--- src/rtl/game_pkg.sv ---
// Shared game-wide constants and types.
// Layer indices follow the drawer priority order.
package game_pkg;

  localparam int RGB_W = 8;
  localparam int NUM_LAYERS = 4;

  typedef logic [RGB_W-1:0] rgb_t;

  localparam rgb_t TRANSPARENT_ENCODING = 8'h00;

  localparam int SCORE_HDR_IDX = 0;
  localparam int PLAYER_IDX = 1;
  localparam int ENEMY_IDX = 2;
  localparam int FUEL_IDX = 3;

  localparam logic [NUM_LAYERS-1:0] COLLIDE_MASK = 4'b1100;

endpackage

--- src/rtl/objects_mux_collision_if.sv ---
// Drawing-request bus: one DR/RGB pair per layer
// plus the background colour.
interface objects_mux_collision_if
  import game_pkg::*;
#(
  parameter int N = NUM_LAYERS
);

  logic [N-1:0] layerDR;
  logic [N-1:0][RGB_W-1:0] layerRGB;
  rgb_t backGroundRGB;

  modport master (
    output layerDR,
    output layerRGB,
    output backGroundRGB
  );

  modport slave (
    input layerDR,
    input layerRGB,
    input backGroundRGB
  );

endinterface

--- src/rtl/collision_tracker.sv ---
// Player-vs-layer overlap detection with one pulse
// per layer per frame and a saturating hit-frame count.
module collision_tracker
  import game_pkg::*;
#(
  parameter int N = NUM_LAYERS,
  parameter int PIDX = PLAYER_IDX,
  parameter logic [N-1:0] MASK = COLLIDE_MASK
) (
  input  logic         clk,
  input  logic         resetN,
  input  logic         startOfFrame,
  input  logic [N-1:0] layerDR,
  output logic [N-1:0] collisionPulse,
  output logic         collisionAny,
  output logic [7:0]   hitFrames
);

  logic [N-1:0] hit;
  logic [N-1:0] eff_flags;
  logic [N-1:0] new_hit;
  logic [N-1:0] frame_flags;
  logic         frame_had_hit;
  logic         any_hit;

  always_comb begin
    hit = '0;
    for (int i = 0; i < N; i++) begin
      if (i != PIDX) begin
        hit[i] = layerDR[PIDX] & layerDR[i] & MASK[i];
      end
    end
  end

  // Frame start clears the flags before this cycle's
  // hit is considered, so a first-pixel hit still pulses.
  assign eff_flags = startOfFrame ? '0 : frame_flags;
  assign new_hit = hit & ~eff_flags;
  assign any_hit = |hit;

  always_ff @(posedge clk) begin
    if (!resetN) begin
      collisionPulse <= '0;
      collisionAny <= 1'b0;
      frame_flags <= '0;
      frame_had_hit <= 1'b0;
      hitFrames <= 8'h00;
    end else begin
      collisionPulse <= new_hit;
      collisionAny <= |new_hit;
      frame_flags <= eff_flags | hit;
      if (startOfFrame) begin
        if (frame_had_hit && hitFrames != 8'hFF) begin
          hitFrames <= hitFrames + 8'd1;
        end
        frame_had_hit <= any_hit;
      end else begin
        frame_had_hit <= frame_had_hit | any_hit;
      end
    end
  end

endmodule

--- src/rtl/objects_mux_collision.sv ---
// Final pixel priority mux toward VGA plus
// player collision tracking.
module objects_mux_collision
  import game_pkg::*;
#(
  parameter int NUM_LAYERS = game_pkg::NUM_LAYERS,
  parameter int PLAYER_IDX = game_pkg::PLAYER_IDX,
  parameter logic [NUM_LAYERS-1:0] COLLIDE_MASK =
    game_pkg::COLLIDE_MASK
) (
  input  logic                  clk,
  input  logic                  resetN,
  input  logic                  startOfFrame,
  objects_mux_collision_if.slave bus,
  output rgb_t                  RGBOut,
  output logic [NUM_LAYERS-1:0] collisionPulse,
  output logic                  collisionAny,
  output logic [7:0]            hitFrames
);

  rgb_t pix;

  // Walk from lowest priority up so index 0 wins last.
  // RGB is never inspected: DR already carries transparency.
  always_comb begin
    pix = bus.backGroundRGB;
    for (int i = NUM_LAYERS - 1; i >= 0; i--) begin
      if (bus.layerDR[i]) begin
        pix = bus.layerRGB[i];
      end
    end
  end

  always_ff @(posedge clk) begin
    if (!resetN) begin
      RGBOut <= 8'h00;
    end else begin
      RGBOut <= pix;
    end
  end

  collision_tracker #(
    .N    (NUM_LAYERS),
    .PIDX (PLAYER_IDX),
    .MASK (COLLIDE_MASK)
  ) u_tracker (
    .clk            (clk),
    .resetN         (resetN),
    .startOfFrame   (startOfFrame),
    .layerDR        (bus.layerDR),
    .collisionPulse (collisionPulse),
    .collisionAny   (collisionAny),
    .hitFrames      (hitFrames)
  );

endmodule

--- src/flat_wrapper.sv ---
// flat-port wrapper written by rule: the top's interface ports become plain ports
module objects_mux_collision_flat import game_pkg::*;
#(
  parameter int NUM_LAYERS = game_pkg::NUM_LAYERS,
  parameter int PLAYER_IDX = game_pkg::PLAYER_IDX,
  parameter logic [NUM_LAYERS-1:0] COLLIDE_MASK =
    game_pkg::COLLIDE_MASK
)
  (clk, resetN, startOfFrame, RGBOut, collisionPulse, collisionAny, hitFrames, bus_layerDR, bus_layerRGB, bus_backGroundRGB);
  objects_mux_collision_if bus_i ();
  input  logic clk;
  input  logic resetN;
  input  logic startOfFrame;
  output rgb_t RGBOut;
  output logic [NUM_LAYERS-1:0] collisionPulse;
  output logic collisionAny;
  output logic [7:0] hitFrames;
  input wire logic [$bits(bus_i.layerDR)-1:0] bus_layerDR;
  input wire logic [$bits(bus_i.layerRGB)-1:0] bus_layerRGB;
  input wire logic [$bits(bus_i.backGroundRGB)-1:0] bus_backGroundRGB;
  assign bus_i.layerDR = bus_layerDR;
  assign bus_i.layerRGB = bus_layerRGB;
  assign bus_i.backGroundRGB = bus_backGroundRGB;
  objects_mux_collision #(.NUM_LAYERS(NUM_LAYERS), .PLAYER_IDX(PLAYER_IDX), .COLLIDE_MASK(COLLIDE_MASK)) u_core (.clk(clk), .resetN(resetN), .startOfFrame(startOfFrame), .bus(bus_i), .RGBOut(RGBOut), .collisionPulse(collisionPulse), .collisionAny(collisionAny), .hitFrames(hitFrames));
endmodule
--- config.mk ---
export PLATFORM = sky130hd
export DESIGN_NAME = objects_mux_collision_flat
export DESIGN_NICKNAME = d
export VERILOG_FILES = /design/src/rtl/game_pkg.sv /design/src/rtl/objects_mux_collision_if.sv /design/src/rtl/collision_tracker.sv /design/src/rtl/objects_mux_collision.sv /design/src/flat_wrapper.sv
export SDC_FILE = /design/constraint.sdc
export NUM_CORES = 1
export LEC_CHECK = 0
export CAP_MARGIN = 20
export CORE_ASPECT_RATIO = 0.7
export CORE_MARGIN = 3
export CORE_UTILIZATION = 30
export DETAILED_ROUTE_END_ITERATION = 12
export HOLD_SLACK_MARGIN = 0.05
export PLACE_DENSITY = 0.71
export SLEW_MARGIN = 5
export SYNTH_ARGS = -nofsm -noshare
export SYNTH_HDL_FRONTEND = slang
export SYNTH_SLANG_ARGS = --single-unit
--- constraint.sdc ---
create_clock -name clk -period 1.2 [get_ports clk]
set_input_delay 0.3 -clock clk [delete_from_list [all_inputs] [get_ports clk]]
set_output_delay 0.3 -clock clk [all_outputs]
set_load 0.02 [all_outputs]
# Yosys cells after proc, flatten, opt, wreduce, memory -nomap -nowiden
# Cells that the tools add are included.
# totals
ff_bits	26
latchBits	0
ram_bits	0
mem_bits_ro	0
output_inout_bits	21
n_memories	0
# op_classes
n_addsub	1
multipliers	0
n_div	0
n_lt_le_gt_ge	0
n_eq_ne	1
shifts	0
n_mux	6
bitwise_logic	6
n_reduce_logical	4
# op_table
cell	n
$mux W8	4
$add A8 B1 Y8 const B	1
$ne A8 B8 Y1 const B	1
$and A4 B4 Y4	1
$mux W4	1
$not A4 Y4	1
$or A4 B4 Y4	1
$reduce_or A4 Y1	1
$and A1 B1 Y1	2
$reduce_and A2 Y1	1
$reduce_or A2 Y1	1
$logic_and A1 B1 Y1	1
$mux W1	1
$or A1 B1 Y1	1

# Longest topological paths before layout
# logic_depth
ltp_word	4
depth_mapped	5

# Modules after synthesis
# From an unflattened synthesis, not the netlist that was laid out.
# unflattened
hier_cells	115
area_unflattened_um2	1138.6
# by_module_without_submodules
module	instances	cells_each	area_each_um2	seq_area_each_um2
collision_tracker	1	68	623.1	280.3
objects_mux_collision	1	47	515.5	160.2

# Least setup slack after synthesis
# OpenSTA, ideal clock, no wires.
# synth_path
path_type	reg-to-reg
start	register u_core.u_tracker.hitFrames[2]
end	register u_core.u_tracker.hitFrames[5]
t_arrival_ns	1.416
slack_ns	-0.286
path_stages_with_launch	5
path_buffers	0
period_less_slack_ns	1.486
cell_sequence	dfxtp_1 > and3_1 > nand3_2 > or4_1 > a21boi_1
# synth_via
elab_chain_cells	3
elab_cells_between_ends	4
# synth_rtl
item	line_no	source
start, declared	collision_tracker.sv:16	output logic [7:0] hitFrames
start signal, assigned	collision_tracker.sv:54	hitFrames <= hitFrames + 8'd1;
branches (longest 3 deep; another with $add A8 B1 Y8)	--	
# Parallel ways; which one is timed is not known.
# A chain may end at the register's enable or synchronous reset.

# Worst setup path after layout
# layout_path
start	register u_core.u_tracker.hitFrames[0]
end	register u_core.u_tracker.hitFrames[5]
# Same word-level chain as after synthesis.

==> metrics <==
status=complete, but fails checks; failing checks=setup timing; Leakage=0.9329 nW; worst-path fanout max=4; worst vdd ir=0.5483 mV; DR WL/cell=15.00 um; synth top area cells=dfxtp_1 (40%), mux2i_1 (14%), o21ai_0 (8.5%); largest family of logic cells by synthesized area=compound AO/OA/AOI/OAI gates; critical path data arrival time=1.52 ns; Synth Area per Inst=8.446 um2; # diodes=0; Residual DRC=0; Root Buffer Master=clkbuf_8; Post-Synth Adder-Cell Area=1.122%; Num CTS Buffers=3; Mapped Cells=132; R2R depth=4; Die Height=57 um; fin crit period=1.322 ns; ANT nets after route=0; predominant post-synthesis flop cell=dfxtp_1; post-layout util=64.07%; fin crit share=110.2%; first-pass GRT wire length=6051 um; vias per cell=4.850; count leader, synth=dfxtp_1; top cell type by total area after synthesis=dfxtp_1; Clock transition at path regs=0.08 ns; EDFF count, synth=0; largest net degree at the start of global routing=22; origin of the worst min-delay path=bus_layerDR[2]; worst setup margin=-0.1220 ns; Clock Tree Buf Depth=2; placed cell areas=1979 um2; drt initial violations=80; placed cell count=252; post-synthesis sequential area ratio=39.51%; final instance area=2140 um2; CTS tree=done; Site Rows=17; routed via count=1,295; Final HPWL DP=2936 um; Final Net Count=269; PortBufs=65; initial core utilization=33.38%; startpoint class of the critical path=register; Initial DRT Pass Iterations=4; H-Tree Depth=1; initial antenna violation count=0; Synth top area share=39.51%; layout cells sized above 1=30.45%; hold path endpoint=u_core.u_tracker.collisionPulse[2]; routed wire length=4006 um; non-filler cells, final=267; # IOs=68; Layout Skew=0.006605 ns; Global Route Usage Sum=16.99%; Synth Area in Compound Gates=21.44%; RSZ-0062 raised after global routing=yes; r2r startpoint=u_core.u_tracker.hitFrames[0]; WHS Path Cells=4; Post-synth top cells=dfxtp_1 (22), o21ai_0 (19), nand2_1 (17); cts hold-fix bufs=0; Hold Fails Final Rpt=0; post-synthesis xor/xnor area fraction=1.571%; FF-to-FF setup slack=-0.12 ns; fraction of the mapped netlist area in simple logic gates=17.17%; proportion of synthesized area in mux cells=14.37%; Area Overhead vs Synth=91.92%; asr flop ratio synth=0%; Pins Over Slew Limit=0; CTS sink cnt=22; GP Congestion=0.7358; core area=3339 um2; Post-Syn Area=1115 um2; Worst setup EP type=register; Final Power=0.001834 W; synth warn=0; worst hold path type=in -> reg; die width=78.86 um; clk_lat worst skew=0.26 ns; power density cells=857.1 nW/um2; reported max-cap violation count=0; die area=4495 um2; Yosys cell types=35; # setup viols final=7; Peak Freq=0.7564 GHz; Crit Path Class=reg -> reg; Seq cells post-synth=22; r2r endpoint=u_core.u_tracker.hitFrames[5]; Worst EP required=1.40 ns; GRT Residual Overflow=0; vias in the first global route=1,253
==> how the worst max path moves through the flow <==
| stage | cells after the start | startpoint | slack (ns) | endpoint |
|---|---|---|---|---|
| final | 4 | u_core.u_tracker.hitFrames[0] | -0.12 | u_core.u_tracker.hitFrames[5] |
| after global routing | 5 | u_core.u_tracker.hitFrames[3] | -0.17 | u_core.u_tracker.hitFrames[0] |
| after CTS | 5 | u_core.u_tracker.hitFrames[1] | -0.15 | u_core.u_tracker.hitFrames[5] |
| after detailed placement | 4 | startOfFrame | -0.49 | u_core.u_tracker.hitFrames[5] |
| after global placement | 4 | startOfFrame | -0.42 | u_core.u_tracker.hitFrames[5] |
| after floorplan | 4 | u_core.u_tracker.hitFrames[0] | -0.09 | u_core.u_tracker.hitFrames[5] |
==> state kept, by name, indices dropped and copies added (netlist names) <==
signal and cells:
u_core.u_tracker.hitFrames 8, u_core.RGBOut 8, u_core.u_tracker.frame_flags 2, u_core.u_tracker.collisionPulse 2
u_core.u_tracker.frame_had_hit 1, u_core.u_tracker.collisionAny 1
==> power breakdown <==
group | switching (W) | total (W) | internal [W] | leakage, nW
combinational | 0.000182 | 0.000456 | 0.000274 | 0.713
sequential | 0.0000142 | 0.000771 | 0.000756 | 0.186
clock | 0.000246 | 0.000608 | 0.000362 | 0.0339
total | 0.000442 | 0.00183 | 0.00139 | 0.933
==> critical path, cell delays in order (launching register included) <==
cell	delay, ns
dfxtp_4	0.37
and3_4	0.20
nand3_4	0.07
or4_4	0.49
a21boi_2	0.13
==> cells by family (layout without fill, tap and decap cells) <==
logic type	after synthesis	count (layout)
other cells	1	2
mux	16	16
compound gates	41	41
xor+xnor	2	2
simple gates	38	38
buf+inv	11	98
flops	22	22
fa+ha+maj	1	1
==> cell type report <==
| type | count | area (um2) |
|---|---|---|
| Fill cell | 280 | 1200 |
| Timing Repair Buffer | 92 | 850.8 |
| Multi-Input combinational cell | 100 | 693.2 |
| Sequential cell | 22 | 459.2 |
| Clock buffer | 4 | 66.31 |
| Tap cell | 47 | 58.81 |
| Inverter | 2 | 11.26 |
==> metal layers <==
layer	share of wire, %	track usage [%]	vias to the layer above
li1	-	-	643
met1	44	22.02	606
met2	50	29.87	42
met3	5.0	3.943	4
met4	0.97	2.206	0
met5	0	0	-
==> through the flow <==
stage          TNS (ns)  setup slack (ns)  hold WS, ns
6_report        -0.4172           -0.1220       0.5021
5_1_grt          -1.049           -0.1682       0.5359
4_1_cts         -0.4434           -0.1533       0.4985
3_5_place_dp     -7.470           -0.4904       0.4865
3_3_place_gp     -6.830           -0.4241       0.4804
2_1_floorplan   -0.1866          -0.08901       0.4354
==> repair_timing <==
| action | in CTS | in global routing |
|---|---|---|
| gates resized for setup | 59 | 29 |
| endpoints found under the hold margin | 0 | 0 |
| setup buffers | 5 | 4 |
| cloned | 1 | 1 |
| setup endpoints to repair | 34 | 30 |
| pin swaps | 8 | 10 |
==> cell usage in the layout, fill, tap and decap left out, types with 2 or more instances in the layout <==
| cell type | count |
|---|---|
| and2_1 | 2 |
| clkbuf_8 | 3 |
| buf_4 | 16 |
| o21ai_1 | 5 |
| o21ai_0 | 14 |
| mux2i_1 | 16 |
| conb_1 | 2 |
| dfxtp_2 | 3 |
| nand2_1 | 17 |
| nand3_4 | 2 |
| buf_12 | 4 |
| clkbuf_2 | 13 |
| dfxtp_1 | 15 |
| buf_2 | 7 |
| nand4_1 | 2 |
| nand2b_1 | 3 |
| a21oi_1 | 10 |
| dfxtp_4 | 4 |
| nor2_1 | 3 |
| nand3_1 | 2 |
| a21boi_0 | 3 |
| buf_6 | 5 |
| clkdlybuf4s50_1 | 43 |
(Power assumes the default switching activity.)
